[config.mk]
export PLATFORM = sky130hd
export DESIGN_NAME = divider32_seq
export DESIGN_NICKNAME = d
export VERILOG_FILES = /design/src/rtl/divider32_seq_pkg.sv /design/src/rtl/divider32_seq_step.sv /design/src/rtl/divider32_seq.sv
export SDC_FILE = /design/constraint.sdc
export NUM_CORES = 1
export LEC_CHECK = 0
export ABC_AREA = 1
export CORE_ASPECT_RATIO = 1.75
export CORE_MARGIN = 1.5
export CORE_UTILIZATION = 30
export CTS_CLUSTER_DIAMETER = 40
export DETAILED_ROUTE_END_ITERATION = 10
export HOLD_SLACK_MARGIN = 0.05
export SYNTH_ARGS = -nofsm -noshare
export SYNTH_HDL_FRONTEND = slang
export SYNTH_SLANG_ARGS = --single-unit
[constraint.sdc]
create_clock -name clk -period 6.1 [get_ports clk]
set_input_delay 0.61 -clock clk [delete_from_list [all_inputs] [get_ports clk]]
set_output_delay 0.61 -clock clk [all_outputs]
set_load 0.01 [all_outputs]
[src/rtl/divider32_seq_pkg.sv]
// Shared constants and types for the sequential restoring divider.
package div_pkg;

  // Number of trial-subtraction iterations for a 32-bit operand.
  localparam int DIV_ITERS = 32;

  // Iteration counter width (counts 0..DIV_ITERS-1).
  localparam int CNT_W = 5;

  // Controller states; encoding is fixed so it can be probed consistently.
  typedef enum logic [1:0] {
    S_IDLE   = 2'd0,
    S_DIVIDE = 2'd1,
    S_FIXUP  = 2'd2,
    S_DONE   = 2'd3
  } state_t;

endpackage

[src/rtl/divider32_seq_step.sv]
// One restoring-division iteration: shift {R,Q} left, trial-subtract the divisor.
module div_step #(
  parameter int WIDTH = 32
) (
  input  logic [WIDTH:0]   r_in,
  input  logic [WIDTH-1:0] q_in,
  input  logic [WIDTH-1:0] d_in,
  output logic [WIDTH:0]   r_out,
  output logic [WIDTH-1:0] q_out
);

  // Shifted remainder carries one spare top bit so a shifted value with bit
  // WIDTH set is never mistaken for a negative trial result.
  logic [WIDTH+1:0] r_sh;
  logic [WIDTH+1:0] diff;

  // Trial subtraction; keep the difference only when it did not borrow.
  always_comb begin
    r_sh = {r_in, q_in[WIDTH-1]};
    diff = r_sh - {2'b00, d_in};
    if (!diff[WIDTH+1]) begin
      r_out = diff[WIDTH:0];
      q_out = {q_in[WIDTH-2:0], 1'b1};
    end else begin
      r_out = r_sh[WIDTH:0];
      q_out = {q_in[WIDTH-2:0], 1'b0};
    end
  end

endmodule

[src/rtl/divider32_seq.sv]
// Sequential 32-bit restoring divider (DIV/DIVU): quotient to LO, remainder to HI.
module divider32_seq
  import div_pkg::*;
#(
  parameter int WIDTH = 32
) (
  input  logic             clk,
  input  logic             rst_n,
  input  logic             start,
  input  logic             signed_en,
  input  logic [WIDTH-1:0] dividend,
  input  logic [WIDTH-1:0] divisor,
  output logic             busy,
  output logic             done,
  output logic [WIDTH-1:0] quotient,
  output logic [WIDTH-1:0] remainder,
  output logic             div_zero
);

  state_t             state_q, state_d;
  logic [CNT_W-1:0]   cnt_q, cnt_d;
  logic [WIDTH:0]     r_q, r_d;
  logic [WIDTH-1:0]   q_q, q_d;
  logic [WIDTH-1:0]   dvs_q, dvs_d;
  logic               neg_quo_q, neg_quo_d;
  logic               neg_rem_q, neg_rem_d;
  logic [WIDTH-1:0]   quotient_q, quotient_d;
  logic [WIDTH-1:0]   remainder_q, remainder_d;
  logic               div_zero_q, div_zero_d;

  logic [WIDTH:0]     step_r;
  logic [WIDTH-1:0]   step_q;
  logic [WIDTH-1:0]   dividend_mag;
  logic [WIDTH-1:0]   divisor_mag;

  div_step #(.WIDTH(WIDTH)) u_step (
    .r_in  (r_q),
    .q_in  (q_q),
    .d_in  (dvs_q),
    .r_out (step_r),
    .q_out (step_q)
  );

  // Operand magnitudes; 0x80000000 maps to itself, which is correct unsigned.
  always_comb begin
    dividend_mag = (signed_en && dividend[WIDTH-1]) ? -dividend : dividend;
    divisor_mag  = (signed_en && divisor[WIDTH-1])  ? -divisor  : divisor;
  end

  // State and datapath registers; reset aborts any operation in flight.
  always_ff @(posedge clk or negedge rst_n) begin
    if (!rst_n) begin
      state_q     <= S_IDLE;
      cnt_q       <= '0;
      r_q         <= '0;
      q_q         <= '0;
      dvs_q       <= '0;
      neg_quo_q   <= 1'b0;
      neg_rem_q   <= 1'b0;
      quotient_q  <= '0;
      remainder_q <= '0;
      div_zero_q  <= 1'b0;
    end else begin
      state_q     <= state_d;
      cnt_q       <= cnt_d;
      r_q         <= r_d;
      q_q         <= q_d;
      dvs_q       <= dvs_d;
      neg_quo_q   <= neg_quo_d;
      neg_rem_q   <= neg_rem_d;
      quotient_q  <= quotient_d;
      remainder_q <= remainder_d;
      div_zero_q  <= div_zero_d;
    end
  end

  // Next-state logic: zero divisor skips straight to DONE.
  always_comb begin
    state_d = state_q;
    case (state_q)
      S_IDLE:   if (start) state_d = (divisor == '0) ? S_DONE : S_DIVIDE;
      S_DIVIDE: if (cnt_q == CNT_W'(DIV_ITERS - 1)) state_d = S_FIXUP;
      S_FIXUP:  state_d = S_DONE;
      S_DONE:   state_d = S_IDLE;
      default:  state_d = S_IDLE;
    endcase
  end

  // Datapath updates: operand capture, iteration, sign fixup into the result registers.
  always_comb begin
    cnt_d       = cnt_q;
    r_d         = r_q;
    q_d         = q_q;
    dvs_d       = dvs_q;
    neg_quo_d   = neg_quo_q;
    neg_rem_d   = neg_rem_q;
    quotient_d  = quotient_q;
    remainder_d = remainder_q;
    div_zero_d  = div_zero_q;
    case (state_q)
      S_IDLE: begin
        if (start) begin
          cnt_d     = '0;
          r_d       = '0;
          q_d       = dividend_mag;
          dvs_d     = divisor_mag;
          neg_quo_d = signed_en && (dividend[WIDTH-1] ^ divisor[WIDTH-1]);
          neg_rem_d = signed_en && dividend[WIDTH-1];
          if (divisor == '0) begin
            quotient_d  = '1;
            remainder_d = dividend;
            div_zero_d  = 1'b1;
          end
        end
      end
      S_DIVIDE: begin
        r_d   = step_r;
        q_d   = step_q;
        cnt_d = cnt_q + CNT_W'(1);
      end
      S_FIXUP: begin
        quotient_d  = neg_quo_q ? -q_q : q_q;
        remainder_d = neg_rem_q ? -r_q[WIDTH-1:0] : r_q[WIDTH-1:0];
        div_zero_d  = 1'b0;
      end
      default: ;
    endcase
  end

  // Handshake outputs decoded from the registered state; results come straight from flops.
  always_comb begin
    busy      = (state_q != S_IDLE);
    done      = (state_q == S_DONE);
    quotient  = quotient_q;
    remainder = remainder_q;
    div_zero  = div_zero_q;
  end

endmodule

After elaboration in Yosys (flattened, before gate mapping). Cells that the tools add are included.

Bits of input ports: 68. Register bits: 171. Logic and storage cells: 61.

Bitwise gates (word level): 1. Muxes and demuxes: 25. Equal/unequal tests: 7. $add $sub $neg: 6. Reductions and logical operators: 12.

Operator list (number): 32-bit two-way mux (9); 32-bit case mux with 2 select lines (3); 32-bit negator (4); 33-bit two-way mux (2); 33-bit case mux with 2 select lines (1); 34-bit by 32-bit subtractor with 34-bit output (1); 32-bit logical NOT (1); 5-bit case mux with 2 select lines (1); 2-bit case mux with 4 select lines (1); 2-bit two-way mux (3); 2-bit inequality test (second input constant) (3); 2-bit AND reduction (3); 2-bit nonzero test (3); 5-bit by 1-bit adder with 5-bit output (second input constant) (1); 5-bit equality test (second input constant) (1); 5-bit two-way mux (1); 2-bit equality test (second input constant) (2); 1-bit logical AND (3); 1-bit two-way mux (3); 3-bit AND reduction (1); 2-bit by 1-bit equality test with 1-bit output (second input constant) (1); 2-bit logical NOT (1); 1-bit case mux with 2 select lines (1); 1-bit XOR (1).

Logic depth before layout (Yosys ltp).
Word-level depth: 4. Depth in mapped cells: 18. Gate-level depth less buffers: 17.

Hierarchy. Synthesis repeated with hierarchy kept, for this count alone.

Cell total of the unflattened synthesis: 2462. Area total of the unflattened synthesis: 14754.2 um2.

Modules (own cells, without submodules): divider32_seq (times used 1, cells an instance 1710, area an instance 11076.9 um2); div_step (times used 1, cells an instance 752, area an instance 3677.3 um2).

Worst setup path after synthesis. No wires, ideal clock.

Kind: input -> register. Start point: in divisor[1]. End point: reg quotient_q[1] (netlist: quotient[1]). Setup time: 123 ps. Path slack: 4020 ps. Required time: 5977 ps. Stages: 13. Arrival: 1957 ps. Cells stage by stage: inv_1 ha_1 nand3_1 nor3_2 nand2_1 nor2_1 nand4_1 nand2_2 nand3_2 inv_2 buf_4 buf_6 a21oi_1.

Longest elaborated chain between the ends: 3.

Ends and longest elaborated chain: start: declaration (RTL line divider32_seq.sv:12) `input logic [WIDTH-1:0] divisor,`; 32-bit logical NOT (RTL line divider32_seq.sv:109) `if (divisor == '0) begin`; 2-bit inequality test (no source line); 3-bit AND reduction (no source line); end signal: assignment (RTL line divider32_seq.sv:71) `quotient_q <= quotient_d;`; end: declaration (RTL line divider32_seq.sv:27) `logic [WIDTH-1:0] quotient_q, quotient_d;`.

No other way between the ends. A chain may end at the register's enable or synchronous reset.

Worst setup path after layout.
Start point: in divisor[0]. End point: reg remainder_q[12] (netlist: remainder[12]).

Longest elaborated chain between the ends: 3.

Ends and longest elaborated chain: 32-bit logical NOT (RTL line divider32_seq.sv:109); 2-bit inequality test (no source line); 3-bit AND reduction (no source line); end signal: assignment (RTL line divider32_seq.sv:72) `remainder_q <= remainder_d;`; end: declaration (RTL line divider32_seq.sv:28) `logic [WIDTH-1:0] remainder_q, remainder_d;`.

No other way between the ends.

==> reports/results.tsv <==
metric	value	unit
synth_top_area_share	30.65	%
postLayoutCoreUtil	35.53	%
numCtsBuffers	17	
worst_pin_slew	1.119	ns
skew	0.01277	ns
start_kind	input pin	
gr-total-overflow	0	
use_met1	19.95	%
period_share	59.58	%
synthArstFlopShare	100.0	%
met2_usage	39.13	%
start_util	30.40	%
totalNegativeSetupSlack	0	ns
power_leakage	0.007928	uW
die_width	166.1	um
critPathMostFrequentCell	nand3_1	
grt_max_degree	68	
ys.warnings.count	0	
max_freq	0.2751	GHz
vias	13910	
worst_path_largest_cell_delay	0.73	ns
ys_seq_area_share	30.65	%
synth-seq-cells	171	
critPathTopFamily	simple AND/OR/NAND/NOR gates	
grt_usage	19.88	%
grt_busiest_layer	met2	
synth.most_common_cell	nand2_1	
cts_hold_buf	0	
path_cells	clkdlybuf4s50_1, inv_1, ha_1, nand3_1, nor3_2, nand2_1, nor2_1, nand4_1, nand2_2, nand3_2, inv_2, o21ai_0, nand3_1	
post_cts_resized	0	
ys_types	45	
firstDrtPassIters	5	
synth_common_cells	nand2_1, inv_1, nor2_1	
finalInstanceArea	16320	sq um
slowest_stage	inv_2	
met3_usage	2.508	%
insertion_delay	0.46	ns
hold_violations	0	
required	6.49	ns
slew_violations	0	
place.gp.congestion	0.9919	
ir_drop	0.2545	mV
synth_ff_type	dfrtp_1	
antenna_left	0	
hold_path.class	input pin to async pin	
cts_setup_buffers	0	
post-synth-top-area-cell	dfrtp_1	
drc	0	
place_area	15750	sq um
period_minus_slack	3.634	ns
cp.arrival	4.03	ns
layout-drive-gt1-share	6.080	%
path_clk_slew	0.07	ns
die_h	288.4	um
drt_iter0_drc	665	
whs	0.1160	ns
wl	47610	um
syn_inst	2133	
critPathKind	input pin to register	
synth_edf_count	0	
wire_per_inst	16.88	um
timing.slew.headroom	24.62	%
tritoncts	yes	
end_kind	register	
status	completed	
fin_ws	2.466	ns
grt_pass1_wl	74500	um
synthesis.nets	2244	
viasPerCell	4.931	
syn_area_per_cell	6.546	sq um
clockBufferDepth	2	
io_pins	135	
crit_buf_inv	3	
worstPathMaxFanout	32	
pre_cts_ws	1.922	ns
synth.cell_area	13960	sq um
area_delta_synth_final	16.89	%
die_area	47900	sq um
core_area	45930	sq um
cts_max_level	4	
synth_area_leaders	dfrtp_1, nand2_1, nand3_1, inv_1, nor2_1	
grt_pass1_vias	13860	
clock-sinks	171	
dp_hpwl	38440	um
io_buffers	134	
nets	2335	
finalSetupViolations	0	
cts.root.buffer_cell	clkbuf_16	
rsz0062_at_grt	no	
drv_cap	0	
p_per_area	544.6	nW/um^2
fp-row-count	104	
antenna_found_initial	0	
[worst reg2reg max path, cell delays in order, from the launching register on]
cell	delay [ns]
dfrtp_1	0.41
inv_1	0.09
ha_1	0.20
buf_4	0.18
inv_1	0.19
nor2_1	0.10
inv_2	0.47
nand3_2	0.69
inv_2	0.74
o21ai_0	0.22
nand3_1	0.10
[report_power, final]
part / switching [uW] / internal, uW
registers: 448 / 1600
logic: 3740 / 2010
clock network: 502 / 587
[cell families after synthesis]
| group | share of synthesized area [%] |
|---|---|
| DFF | 30.65 |
| AOI/OAI and AO/OA | 9.785 |
| xor gates and xnor gates | 5.332 |
| adders and majority gates | 3.907 |
| buffers and inverters | 10.43 |
| and+or+nand+nor | 39.90 |
[area by class of cell]
class | instances | area (sq um)
antenna | 1 | 2.502
sequential | 171 | 4279
clock inverter | 12 | 115.1
tap | 583 | 729.5
clock buffer | 20 | 456.7
timing repair buffer | 148 | 1448
fill | 4994 | 29610
inverter | 280 | 1051
multi-input combinational | 1606 | 8240
[path summary, 6_finish.rpt]
kind	endpoint	slack, ns	start	cells past startpoint
max	remainder[12]$_DFFE_PN0P_	2.47	divisor[0]	13
min	quotient[4]$_DFFE_PN0P_	0.12	rst_n	1
max reg2reg	remainder[12]$_DFFE_PN0P_	2.65	state_q[0]$_DFFE_PN0P_	10
min reg2reg	dvs_q[25]$_DFFE_PN0P_	0.49	dvs_q[25]$_DFFE_PN0P_	2
max in group asynchronous	r_q[32]$_DFFE_PN0P_	4.67	rst_n	2
min in group clk	dvs_q[25]$_DFFE_PN0P_	0.49	dvs_q[25]$_DFFE_PN0P_	2
[through the flow]
| stage | power [uW] | instances |
|---|---|---|
| 6_report | 8888 | 2821 |
| 5_1_grt | 9735 | 2820 |
| 4_1_cts | 8913 | 2820 |
| 3_5_place_dp | 7794 | 2788 |
| 3_3_place_gp | 7695 | 2788 |
| 2_1_floorplan | 6160 | 2133 |
[layout by cell type (no fill, tap or decap), drive strengths merged]
cell type        n
nand2          616
inv            282
nand3          243
nor2           239
dfrtp          171
clkdlybuf4s50  133
o21ai          119
a21oi           89
nand4           64
xor2            64
ha              42
o211ai          31
nor3            31
xnor2           21
clkbuf          20
nand3b          16
buf             15
or2              7
clkinv           6
and2             5
nor4             4
o31ai            3
and3             3
clkinvlp         3
o21bai           2
a31oi            2
diode            1
o22ai            1
a211oi           1
a22o             1
a2bb2oi          1
fa               1
bufinv           1
[state kept, by name, indices dropped and copies added (netlist names)]
signal / cells
cnt_q: 5
div_zero: 1
dvs_q: 32
neg_quo_q: 1
neg_rem_q: 1
q_q: 32
quotient: 32
r_q: 33
remainder: 32
state_q: 2
[routing by layer]
metal	vias to the layer above	share of wire, %
li1	7061	-
met1	6394	37
met2	348	54
met3	108	3.5
met4	0	5.3
met5	-	0
Power figures use the tool's default switching activity.
